$ cat src/rtl/mac_pkg.sv
// Shared width helpers, result record and saturating adder for the MAC result path.
package mac_pkg;

    function automatic int psum_w(input int in_size_0, input int in_size_1);
        return in_size_0 + in_size_1 + 8;
    endfunction

    localparam int ACC_W_DEF = psum_w(4, 8) + 8;
    localparam int SAT_W     = 64;

    typedef struct packed {
        logic                        ovf;
        logic signed [ACC_W_DEF-1:0] data;
    } res_t;

    // Adds at full 64-bit precision and clamps to a w-bit signed range; MSB of the result is the clamp flag.
    function automatic logic [SAT_W:0] sat_add(input logic signed [SAT_W-1:0] a,
                                               input logic signed [SAT_W-1:0] b,
                                               input int                      w);
        logic signed [SAT_W-1:0] s;
        logic signed [SAT_W-1:0] hi;
        logic signed [SAT_W-1:0] lo;
        s  = a + b;
        hi = (64'sd1 <<< (w - 1)) - 64'sd1;
        lo = -hi - 64'sd1;
        if (s > hi) begin
            return {1'b1, hi};
        end else if (s < lo) begin
            return {1'b1, lo};
        end
        return {1'b0, s};
    endfunction

endpackage

$ cat src/rtl/dot_acc_fifo.sv
// Small result FIFO; head is zero while empty and count drives upstream credit logic.
module dot_acc_fifo #(
    parameter int W     = 29,
    parameter int DEPTH = 4
) (
    input  logic                       clk_i,
    input  logic                       rst_ni,
    input  logic                       push_i,
    input  logic [W-1:0]               push_data_i,
    input  logic                       pop_i,
    output logic [W-1:0]               head_o,
    output logic                       valid_o,
    output logic [$clog2(DEPTH):0]     count_o
);
    localparam int AW = $clog2(DEPTH);

    logic [W-1:0]  r_mem [DEPTH];
    logic [AW-1:0] r_wr;
    logic [AW-1:0] r_rd;
    logic [AW:0]   r_count;
    logic          w_full;
    logic          w_do_push;
    logic          w_do_pop;

    assign w_full    = (r_count == (AW+1)'(DEPTH));
    assign w_do_pop  = pop_i && (r_count != '0);
    // A push into a full FIFO is only legal when the head leaves on the same edge.
    assign w_do_push = push_i && (!w_full || w_do_pop);

    always_ff @(posedge clk_i) begin
        if (w_do_push) begin
            r_mem[r_wr] <= push_data_i;
        end
    end

    always_ff @(posedge clk_i) begin
        if (!rst_ni) begin
            r_wr    <= '0;
            r_rd    <= '0;
            r_count <= '0;
        end else begin
            if (w_do_push) r_wr <= r_wr + 1'b1;
            if (w_do_pop)  r_rd <= r_rd + 1'b1;
            case ({w_do_push, w_do_pop})
                2'b10:   r_count <= r_count + 1'b1;
                2'b01:   r_count <= r_count - 1'b1;
                default: r_count <= r_count;
            endcase
        end
    end

    assign valid_o = (r_count != '0);
    assign head_o  = valid_o ? r_mem[r_rd] : '0;
    assign count_o = r_count;

endmodule

$ cat src/rtl/dot_acc_collector.sv
// Issues beats into the fixed-latency MAC datapath, reduces and accumulates the returning
// partial sums per group, and queues saturated group results behind a credit-gated FIFO.
module dot_acc_collector
    import mac_pkg::*;
#(
    parameter int IN_SIZE_0 = 4,
    parameter int IN_SIZE_1 = 8,
    parameter int PSUM_W    = psum_w(IN_SIZE_0, IN_SIZE_1),
    parameter int ACC_W     = PSUM_W + 8,
    parameter int LAT       = 3,
    parameter int DEPTH     = 4
) (
    input  logic                       clk_i,
    input  logic                       rst_ni,
    input  logic                       in_valid_i,
    input  logic                       in_last_i,
    output logic                       in_ready_o,
    input  logic [2*PSUM_W-1:0]        psum_i,
    output logic signed [ACC_W-1:0]    res_data_o,
    output logic                       res_ovf_o,
    output logic                       res_valid_o,
    input  logic                       res_ready_i,
    output logic                       busy_o
);
    localparam logic [0:0] ST_IDLE = 1'b0;
    localparam logic [0:0] ST_OPEN = 1'b1;
    localparam int         CW      = $clog2(DEPTH) + 1;

    logic [LAT-1:0]          r_sr_valid;
    logic [LAT-1:0]          r_sr_last;
    logic [0:0]              r_state;
    logic signed [ACC_W-1:0] r_acc;
    logic                    r_ovf;

    logic                    w_accept;
    logic                    w_arrive;
    logic                    w_arr_last;
    int                      w_n_last;
    logic [CW-1:0]           w_fifo_count;
    logic signed [PSUM_W-1:0] w_p0;
    logic signed [PSUM_W-1:0] w_p1;
    logic signed [SAT_W-1:0] w_sum;
    logic signed [SAT_W-1:0] w_base;
    logic [SAT_W:0]          w_sat;
    logic [ACC_W-1:0]        w_acc_next;
    logic [SAT_W-1:ACC_W]    w_unused_hi;
    logic                    w_ovf_next;
    logic                    w_push;
    logic                    w_pop;
    logic [ACC_W:0]          w_head;

    assign w_accept   = in_valid_i && in_ready_o;
    assign w_arrive   = r_sr_valid[LAT-1];
    assign w_arr_last = r_sr_last[LAT-1];

    // Each in-flight last beat already owns a FIFO slot, so a push can never find the FIFO full.
    always_comb begin
        w_n_last = 0;
        for (int i = 0; i < LAT; i++) begin
            if (r_sr_valid[i] && r_sr_last[i]) w_n_last = w_n_last + 1;
        end
    end
    assign in_ready_o = (int'(w_fifo_count) + w_n_last) < DEPTH;

    always_ff @(posedge clk_i) begin
        if (!rst_ni) begin
            r_sr_valid <= '0;
            r_sr_last  <= '0;
        end else begin
            r_sr_valid[0] <= w_accept;
            r_sr_last[0]  <= w_accept && in_last_i;
            for (int i = 1; i < LAT; i++) begin
                r_sr_valid[i] <= r_sr_valid[i-1];
                r_sr_last[i]  <= r_sr_last[i-1];
            end
        end
    end

    assign w_p0   = psum_i[PSUM_W-1:0];
    assign w_p1   = psum_i[2*PSUM_W-1:PSUM_W];
    assign w_sum  = {{(SAT_W-PSUM_W){w_p0[PSUM_W-1]}}, w_p0}
                  + {{(SAT_W-PSUM_W){w_p1[PSUM_W-1]}}, w_p1};
    assign w_base = (r_state == ST_OPEN) ? {{(SAT_W-ACC_W){r_acc[ACC_W-1]}}, r_acc} : '0;
    assign w_sat  = sat_add(w_base, w_sum, ACC_W);

    assign w_acc_next  = w_sat[ACC_W-1:0];
    assign w_unused_hi = w_sat[SAT_W-1:ACC_W];
    assign w_ovf_next  = ((r_state == ST_OPEN) && r_ovf) || w_sat[SAT_W];

    always_ff @(posedge clk_i) begin
        if (!rst_ni) begin
            r_state <= ST_IDLE;
            r_acc   <= '0;
            r_ovf   <= 1'b0;
        end else if (w_arrive) begin
            if (w_arr_last) begin
                r_state <= ST_IDLE;
                r_acc   <= '0;
                r_ovf   <= 1'b0;
            end else begin
                r_state <= ST_OPEN;
                r_acc   <= w_acc_next;
                r_ovf   <= w_ovf_next;
            end
        end
    end

    assign w_push = w_arrive && w_arr_last;
    assign w_pop  = res_valid_o && res_ready_i;

    dot_acc_fifo #(
        .W     (ACC_W + 1),
        .DEPTH (DEPTH)
    ) u_fifo (
        .clk_i       (clk_i),
        .rst_ni      (rst_ni),
        .push_i      (w_push),
        .push_data_i ({w_ovf_next, w_acc_next}),
        .pop_i       (w_pop),
        .head_o      (w_head),
        .valid_o     (res_valid_o),
        .count_o     (w_fifo_count)
    );

    assign res_data_o = w_head[ACC_W-1:0];
    assign res_ovf_o  = w_head[ACC_W];
    assign busy_o     = (r_state == ST_OPEN) || (|r_sr_valid);

endmodule

$ cat config.mk
export PLATFORM = sky130hd
export DESIGN_NAME = dot_acc_collector
export DESIGN_NICKNAME = d
export VERILOG_FILES = /design/src/rtl/mac_pkg.sv /design/src/rtl/dot_acc_fifo.sv /design/src/rtl/dot_acc_collector.sv
export SDC_FILE = /design/constraint.sdc
export NUM_CORES = 1
export LEC_CHECK = 0
export CAP_MARGIN = 20
export CORE_AREA = 2 2 115 145
export CTS_CLUSTER_SIZE = 12
export DETAILED_ROUTE_END_ITERATION = 8
export DIE_AREA = 0 0 117 147
export PLACE_DENSITY_LB_ADDON = 0.05
export REMOVE_ABC_BUFFERS = 1
export SLEW_MARGIN = 20
export SYNTH_ARGS = -nofsm -noshare
export SYNTH_HDL_FRONTEND = slang
export SYNTH_HIERARCHICAL = 1
export SYNTH_SLANG_ARGS = --single-unit
$ cat constraint.sdc
create_clock -name clk_i -period 13.65 [get_ports clk_i]
set_input_delay 2.0475 -clock clk_i [delete_from_list [all_inputs] [get_ports clk_i]]
set_output_delay 2.0475 -clock clk_i [all_outputs]
set_load 0.05 [all_outputs]
Yosys cells after proc, flatten, opt, wreduce, memory -nomap -nowiden --
Memory sizes are Yosys's and may differ from the RTL's. A register that Yosys moved wholly into a read port is not among the register bits. Index checks and enable logic that the tools add are counted.
Operators by class: add/subtract/negate cells 9, order comparisons 3, eq/ne operators 3, mux-type cells 18, reductions and logical operators 16
Operator list (number):
- 2-to-1 mux 65 bit | 3
- adder 32 x 2 -> 32 bit (second input constant) | 2
- adder 64 x 21 -> 64 bit | 1
- > comparator 64 x 28 -> 1 bit (second input constant) | 1
- less-than comparator 64 x 28 -> 1 bit (second input constant) | 1
- 2-to-1 mux 32 bit | 2
- 2-to-1 mux 64 bit | 1
- adder 4 x 32 -> 32 bit | 1
- less-than comparator 32 x 4 -> 1 bit (second input constant) | 1
- 2-to-1 mux 29 bit | 1
- 2-to-1 mux 28 bit | 1
- adder 20 x 20 -> 21 bit | 1
- logical AND 1 bit | 9
- 2-to-1 mux 1 bit | 7
- case mux 3 bit (2 select lines) | 1
- adder 2 x 1 -> 2 bit (second input constant) | 2
- 2-to-1 mux 2 bit | 2
- adder 3 x 1 -> 3 bit (second input constant) | 1
- equality test 3 bit (second input constant) | 1
- logical OR 1 bit | 3
- nonzero test 3 bit | 1
- OR reduction 3 bit | 1
- subtractor 3 x 1 -> 3 bit (second input constant) | 1
- equality test 2 x 1 -> 1 bit (second input constant) | 1
- other kinds (3) | 3
Word-level totals: bits in registers 43, memory bits (writable) 116, input bits 45, output and inout port bits 32, logic and storage cells 58, memories kept 1
Memory list:
- u_fifo.r_mem | words 4, bits a word 29, rd ports 1, clocked after Yosys merged registers in 1, write ports 1, line dot_acc_fifo.sv:17 | logic [W-1:0] r_mem [DEPTH];

Logic depth before layout (Yosys ltp) --
Gate-level depths: netlist of run 1.
depth in word-level cells 10, gate-level depth with buffers 23, depth with buffers taken out 21

Modules after synthesis --
Netlist of run 1, hierarchy kept.
Modules (own cells, without submodules):
- dot_acc_fifo | times used 1, cells each 250, area each 4941.0 um2, seq. area each 3663.5 um2
- dot_acc_collector | times used 1, cells each 466, area each 3920.0 um2, seq. area each 720.7 um2

Worst setup path before layout of run 1 --
No wires, ideal clock.
path kind input to register, start point in psum_i[1], end point mem u_fifo.r_mem[0][10], data pin, setup time 0.201 ns, data arrival time 6.488 ns, data required time 13.449 ns, path slack 6.962 ns, cell stages on the path 21, path buffers 1, cells stage by stage inv_1 -> fa_1 -> inv_1 -> ha_1 -> a211oi_2 -> o21ai_1 -> nor3_2 -> o221ai_2 -> o31ai_4 -> o21bai_1 -> a21o_1 -> a21o_1 -> a21oi_1 -> fa_1 -> or4bb_1 -> nor4_1 -> nor2b_1 -> a31oi_1 -> o31a_1 -> clkbuf_1 -> o21ai_0
On the way: longest elaborated chain between the ends 6, elaborated cells on any way between the ends 8, those cells by class add/sub: 2; order compare: 2; mux: 4
RTL lines:
- start, declared | line dot_acc_collector.sv:18 | input logic [2*PSUM_W-1:0] psum_i,
- adder 20 x 20 -> 21 bit * | line dot_acc_collector.sv:82 | + {{(SAT_W-PSUM_W){w_p1[PSUM_W-1]}}, w_p1};
- adder 64 x 21 -> 64 bit * | line mac_pkg.sv:23 | s = a + b;
- less-than comparator 64 x 28 -> 1 bit | line mac_pkg.sv:28 | end else if (s < lo) begin
- 2-to-1 mux 1 bit | line mac_pkg.sv:28
- 2-to-1 mux 1 bit | line mac_pkg.sv:26 | if (s > hi) begin
- 2-to-1 mux 65 bit * | line mac_pkg.sv:31 | return {1'b0, s};
- named net w_sat[10] | line dot_acc_collector.sv:44 | logic [SAT_W:0] w_sat;
- end, declared | line dot_acc_fifo.sv:17
Mark *: on every way through the listed nets, which the timed path passes. The rest lies on a longest branch.

Worst setup path in the final report of run 1 --
start point in psum_i[19], end point mem u_fifo.r_mem[3][8], data pin
Same word-level chain as after synthesis.

==> run metrics, run 1 <==
Hold Path Depth 2; Worst setup SP type input pin; Post-Layout Inst Area between 10000 and 15000 um^2; initial antenna violation count 0; io pins 77; RR Startpoint r_state; Starting Density 55.6%; clock skew after layout approximately 0.017 ns; Hold Buf Count CTS 0; Req. time, crit path roughly 14 ns; die width around 120 um; total grt overflow 0; final hold viol count 0; Port Buffers between 70 and 80; buffer depth of the longest clock path 2; vias in the first global route 5930; ANT cells 0; final period utilization about 56%; clock slew at reported path FFs 0.07 ns; largest net degree at the start of global routing 33; Post-Route Setup TNS 0 ns; CTS Buf Count 17; Post-DP Area 9770 um^2; worst skew pair latency approximately 0.42 ns; Die ar. 17200 um^2; vias slightly below 6k; fin cells between 1k and 1.5k; drt initial violations between 400 and 500; post-route worst setup slack 6.04 ns; DRT Pass-1 Iters 5; Leakage 3.71 nW; maximum clock rate 0.131 GHz; Yosys cell types between 50 and 60; hold slack between 0.4 and 0.5 ns; largest fanout on the critical path 27; pwr/cell area 117 nW/um^2; Post-synth EDFFs approximately 120; Yosys reg bits between 150 and 200; final setup fails 0; Syn Std Cell Area roughly 8900 um^2; critical path type in2reg; MaxCap Viol Count 0; Root Buffer clkbuf_16; FF-to-FF End u_fifo/r_mem[3][8]; Final Power 1.22 mW; cells on worst reg2reg path 20; drt drc 0; share of post-route cells with drive strength above 1 11.3%; H-tree levels 4; mean post-synth cell area 12.4 um^2; status complete, no violations; wire per inst ~19 um; TritonCTS clock tree yes; Hold Crit Class reg2reg; post-DR vias/cell slightly below 6; RSZ-0062 raised after global routing no; ANT nets after route 0; Area Growth Syn to Fin 16.9%; Hold Startpoint r_acc[2]; critical path endpoint category flop; fin util 65.0%; Layout Nets 900; post-synthesis sequential area ratio between 40% and 50%; Die Y-Extent 147 um; Hold Path End r_acc[2]; total wire length roughly 19 mm; RD Place Congestion ~0.86; Row Count 52; Synth Warn # 6; cells after synthesis 716; Post-synth top flop edfxtp_1; cts repair resizes 0; Tot GR Track Use 22.9%; post-synthesis async set-or-reset flop share 0%; Setup Fix Bufs, Post-CTS 0; VDD IR max about 0.00010 V; dpl ws roughly 5.6 ns; first-pass GRT wire length a little over 30 mm; Max transition margin between 30% and 40%; placed cells between 900 and 1k; minimum clock period about 7.6 ns; Final Slew Violations 0; Placeable Area between 15000 and 20000 um^2; detailed placement HPWL 13.2 mm; worst path arrival time 7.68 ns; Reg2Reg Setup Slack 7.46 ns; CTS Sinks around 160; worst slew pin tran 1.00 ns
-- cell type report --
type	count	area [um^2]
clock buffers	17	425
clock inverters	15	160
fillers	1238	5580
inverters	31	116
multi-input cells	494	4200
flip-flops and latches	161	4390
well taps	216	270
repair buffers	80	798
-- worst max-delay path, stage by stage --
cell,delay (ns)
clkdlybuf4s50_1,0.89
fa_1,0.51
ha_1,0.40
a21oi_1,0.18
o21ai_0,0.19
o31ai_4,0.35
o21bai_1,0.12
a21o_1,0.21
a21o_1,0.20
a31o_2,0.26
fa_1,0.47
nor3_1,0.21
nand3_1,0.10
a21oi_1,0.28
nand3_1,0.15
nand2_1,0.70
o21ai_0,0.41
-- worst max-delay path by stage --
stage,start,to,slack [ns],cells after the start
6_report,psum_i[19],u_fifo/r_mem[3][8],6.04,17
5_1_grt,psum_i[19],u_fifo/r_mem[3][25],5.58,18
4_1_cts,psum_i[19],u_fifo/r_mem[2][8],6.06,17
3_5_place_dp,psum_i[19],u_fifo/r_mem[0][3],5.60,18
3_3_place_gp,psum_i[19],u_fifo/r_mem[0][3],5.71,17
2_1_floorplan,psum_i[1],r_acc[0],6.79,21
-- flip-flops by register name, summed over array words and instances, names as in the netlist, named ones only --
register	flops
r_ovf	1
r_sr_valid	3
r_state	1
u_fifo/count_o	3
r_sr_last	3
u_fifo/r_wr	2
u_fifo/r_rd	2
r_acc	28
u_fifo/r_mem	116
-- cell usage in the layout (no fill, tap or decap), types with 5 or more instances in the layout --
| cell | Yosys | layout |
|---|---|---|
| clkbuf_16 | 0 | 17 |
| nand3_1 | 12 | 12 |
| inv_6 | 0 | 8 |
| and3_1 | 10 | 6 |
| and2_1 | 66 | 66 |
| o21bai_1 | 7 | 7 |
| nor2_1 | 28 | 28 |
| a21o_1 | 7 | 7 |
| o21ai_0 | 55 | 55 |
| o31ai_1 | 5 | 5 |
| dfxtp_1 | 45 | 43 |
| clkdlybuf4s50_1 | 0 | 76 |
| xor2_1 | 11 | 11 |
| a21oi_1 | 56 | 56 |
| mux4_2 | 29 | 29 |
| xnor2_1 | 17 | 17 |
| o21ai_1 | 20 | 20 |
| edfxtp_1 | 116 | 116 |
| inv_1 | 31 | 31 |
| ha_1 | 36 | 36 |
| fa_1 | 34 | 34 |
| nand2_1 | 32 | 32 |
| o211ai_1 | 5 | 5 |
-- per-layer routing --
| metal | track usage [%] | routed length [um] | up-vias |
|---|---|---|---|
| met4 | 6.76 | 252 | 0 |
| met5 | 0 | 0 | - |
| met2 | 38.2 | 9510 | 175 |
| met1 | 31.5 | 8200 | 2960 |
| li1 | - | - | 2784 |
| met3 | 3.14 | 845 | 20 |
-- synthesized netlist by cell type, types with 13 or more instances --
library cell  number  share of area (%)
edfxtp_1         116                 39
and2_1            66                4.7
a21oi_1           56                3.2
o21ai_0           55                3.1
dfxtp_1           45                 10
ha_1              36                5.1
fa_1              34                7.7
nand2_1           32                1.4
inv_1             31                1.3
mux4_2            29                7.4
nor2_1            28                1.2
o21ai_1           20                1.1
xnor2_1           17                1.7
buf_2             13               0.73
clkbuf_1          13               0.55
-- cells by family (layout without fill, tap and decap cells) --
kind of cell | after synthesis | in the layout | synth area share [%]
AO/OA/AOI/OAI | 184 | 184 | 12.9
AND/OR/NAND/NOR | 180 | 180 | 11.1
flip-flops | 161 | 161 | 49.5
adder cells (fa/ha/maj) | 70 | 70 | 12.8
buffers and inverters | 61 | 143 | 3.21
multiplexers | 31 | 31 | 7.60
XOR/XNOR | 29 | 29 | 2.95
-- where the power goes --
group          internal [mW]  switching [mW]
registers              0.547         0.00244
logic                 0.0730           0.126
clock network          0.261           0.206
total                  0.881           0.334
(Power assumes the default switching activity.)
==> run 2, diff against run 1 <==
clock period = 7.4 ns   (was 13.65 ns; I/O delays follow)
==> run 2 against run 1 <==
Compared with the run above:
- via count shrank 0.91%
- clock-buffer cell count is 1 higher
- wire length decreased by 0.18%
- worst hold slack worse by 0.0049 ns
- cell count increased by 0.39%
- worst setup slack lost 5.3 ns
- non-clock buffer count up 4
- highest routed layer unchanged
- die area stayed put
- sequential share of layout area fell by 0.23 points
- critical path type unchanged
- global-route usage is 0.47 points higher
==> run metrics, run 2 (same netlist as run 1, synthesis figures left out) <==
Post-Route Setup TNS 0 ns (unchanged); area of the multi-input gates 4200 um^2 (unchanged); critical path type in2reg; Worst setup SP type input pin; total grt overflow 0 (unchanged); Hold Crit Class reg2reg; die width 117 um (unchanged); Tot GR Track Use 23.4% (+0.47 points); Placeable Area 15900 um^2 (unchanged); final period utilization 90.3%; CTS Buf Count 17 (unchanged); commonest non-fill, non-tap cell in the layout edfxtp_1; cells on worst reg2reg path 20 (unchanged); ANT cells 0 (unchanged); fillers 1241 (+0.24%); Final Slew Violations 0 (unchanged); share of post-route cells with drive strength above 1 11.5% (+0.19 points); VDD IR max 0.000148 V (+46%); Die ar. 17200 um^2 (unchanged); io pins 77 (unchanged); biggest regs u_fifo/r_mem: 116 flops, r_acc: 28 flops; MaxCap Viol Count 0 (unchanged); hold slack 0.460 ns (-0.00492 ns); most frequent cells in the layout 116 x edfxtp_1, 76 x clkdlybuf4s50_1, 66 x and2_1; switching power 0.593 mW (+77%); Final Power 2.28 mW (+87%); final hold viol count 0 (unchanged); Max transition margin 40.7% (+9.3 points); worst slew pin tran 0.889 ns (-0.114 ns); Root Buffer clkbuf_16; wire per inst 18.4 um (-0.57%); drt initial violations 434 (+2.1%); TritonCTS clock tree yes; pwr/cell area 219 nW/um^2 (+86%); Int Pwr 1.68 mW (+91%); largest net degree at the start of global routing 33 (unchanged); final setup fails 0 (unchanged); total wire length 18.8 mm (-0.18%); minimum clock period roughly 6.7 ns; Setup Fix Bufs, Post-CTS 0 (unchanged); Starting Density 55.6% (unchanged); detailed placement HPWL 13.2 mm (about the same); ANT nets after route 0 (unchanged); Hold Path Depth 2 (unchanged); CTS Sinks 161 (unchanged); vias 5885 (-0.91%); Layout Nets 904 (+0.44%); largest fanout on the critical path 21 (-22%); first-pass GRT wire length 30.8 mm (+2.1%); post-DR vias/cell 5.78 (-1.3%); status complete, no violations; clock skew after layout 0.0175 ns (+0.000372 ns); area taken by flip-flops and latches 4390 um^2 (unchanged); vias in the first global route 5985 (+0.93%); RD Place Congestion 0.828 (-3.3%); Req. time, crit path 7.55 ns (-6.16 ns); initial antenna violation count 0 (unchanged); clock slew at reported path FFs 0.06 ns (about the same); Hold Buf Count CTS 0 (unchanged); Clock power frac 39.1% (+0.7 points); Port Buffers 76 (unchanged); maximum clock rate ~0.15 GHz; part of the power in registers 44.5% (-0.7 points); RSZ-0062 raised after global routing no; H-tree levels 4 (unchanged); cts repair resizes 0 (unchanged); DRT Pass-1 Iters 5 (unchanged); Row Count 52 (unchanged); number of flip-flops in the largest register 116 (unchanged); critical path endpoint category flop; worst skew pair latency 0.42 ns (about the same); drt drc 0 (unchanged); Switching Fraction 26.1% (-1.5 points); largest reg by FF count u_fifo/r_mem; Comb pwr share 16.3% (about the same); worst path arrival time 6.83 ns (-0.85 ns); Area Growth Syn to Fin 17.5%; buffer depth of the longest clock path 2 (unchanged); Leakage 3.73 nW (+0.65%); Die Y-Extent 147 um (unchanged)
## run 2: power groups by stage
stage | Combinational (mW) | Sequential [mW] | Clock, mW
floorplan | 0.240 | 1.03 | 0
global placement | 0.355 | 1.03 | 0
detailed placement | 0.368 | 1.03 | 0
CTS | 0.370 | 1.01 | 0.900
global route | 0.413 | 1.01 | 0.937
finish | 0.372 | 1.01 | 0.891
## run 2: final timing paths
check	from	to	slack, ns
worst max register to register	r_state	u_fifo/r_mem[1][16]	1.11
worst max-delay path	psum_i[39]	u_fifo/r_mem[1][16]	0.72
worst min register to register	r_acc[2]	r_acc[2]	0.46
worst min-delay path	r_acc[2]	r_acc[2]	0.46
## run 2: per-stage QoR
stage               utilization, %  instances  cell area [um^2]  setup WS [ns]
floorplan                        -        686              8690           1.48
global placement              61.5        986              9800          0.440
detailed placement            61.5        986              9810          0.282
CTS                           65.3       1018             10400          0.698
global route                  65.3       1018             10400          0.343
finish                        65.3       1018             10400          0.720
## run 2: critical path, cell delays in order
cell,delay (ns)
clkdlybuf4s50_1,0.86
fa_1,0.55
ha_1,0.40
a21oi_1,0.25
nand2_1,0.15
o31ai_4,0.32
o21bai_1,0.10
a21o_1,0.21
a21o_1,0.20
a21oi_1,0.20
fa_1,0.44
or4bb_1,0.49
nor4_1,0.25
nor2b_1,0.17
a31oi_1,0.06
o31a_1,0.39
buf_12,0.21
o21ai_0,0.43
## run 2: routing by layer
metal / track usage (%) / vias up / part of all wire, %
met3: 3.42 / 23 / 3.6
li1: - / 2794 / -
met4: 6.59 / 0 / 1.4
met2: 38.4 / 152 / 50
met1: 32.7 / 2916 / 45
met5: 0 / - / 0
## run 2: area by class of cell
cell class                 count  share of cell area (%)
tap                          216                    2.60
clock buffer                  18                    4.12
clock inverter                14                    1.71
multi-input combinational    494                    40.3
sequential                   161                    42.1
inverter                      31                    1.12
timing repair buffer          84                    8.00
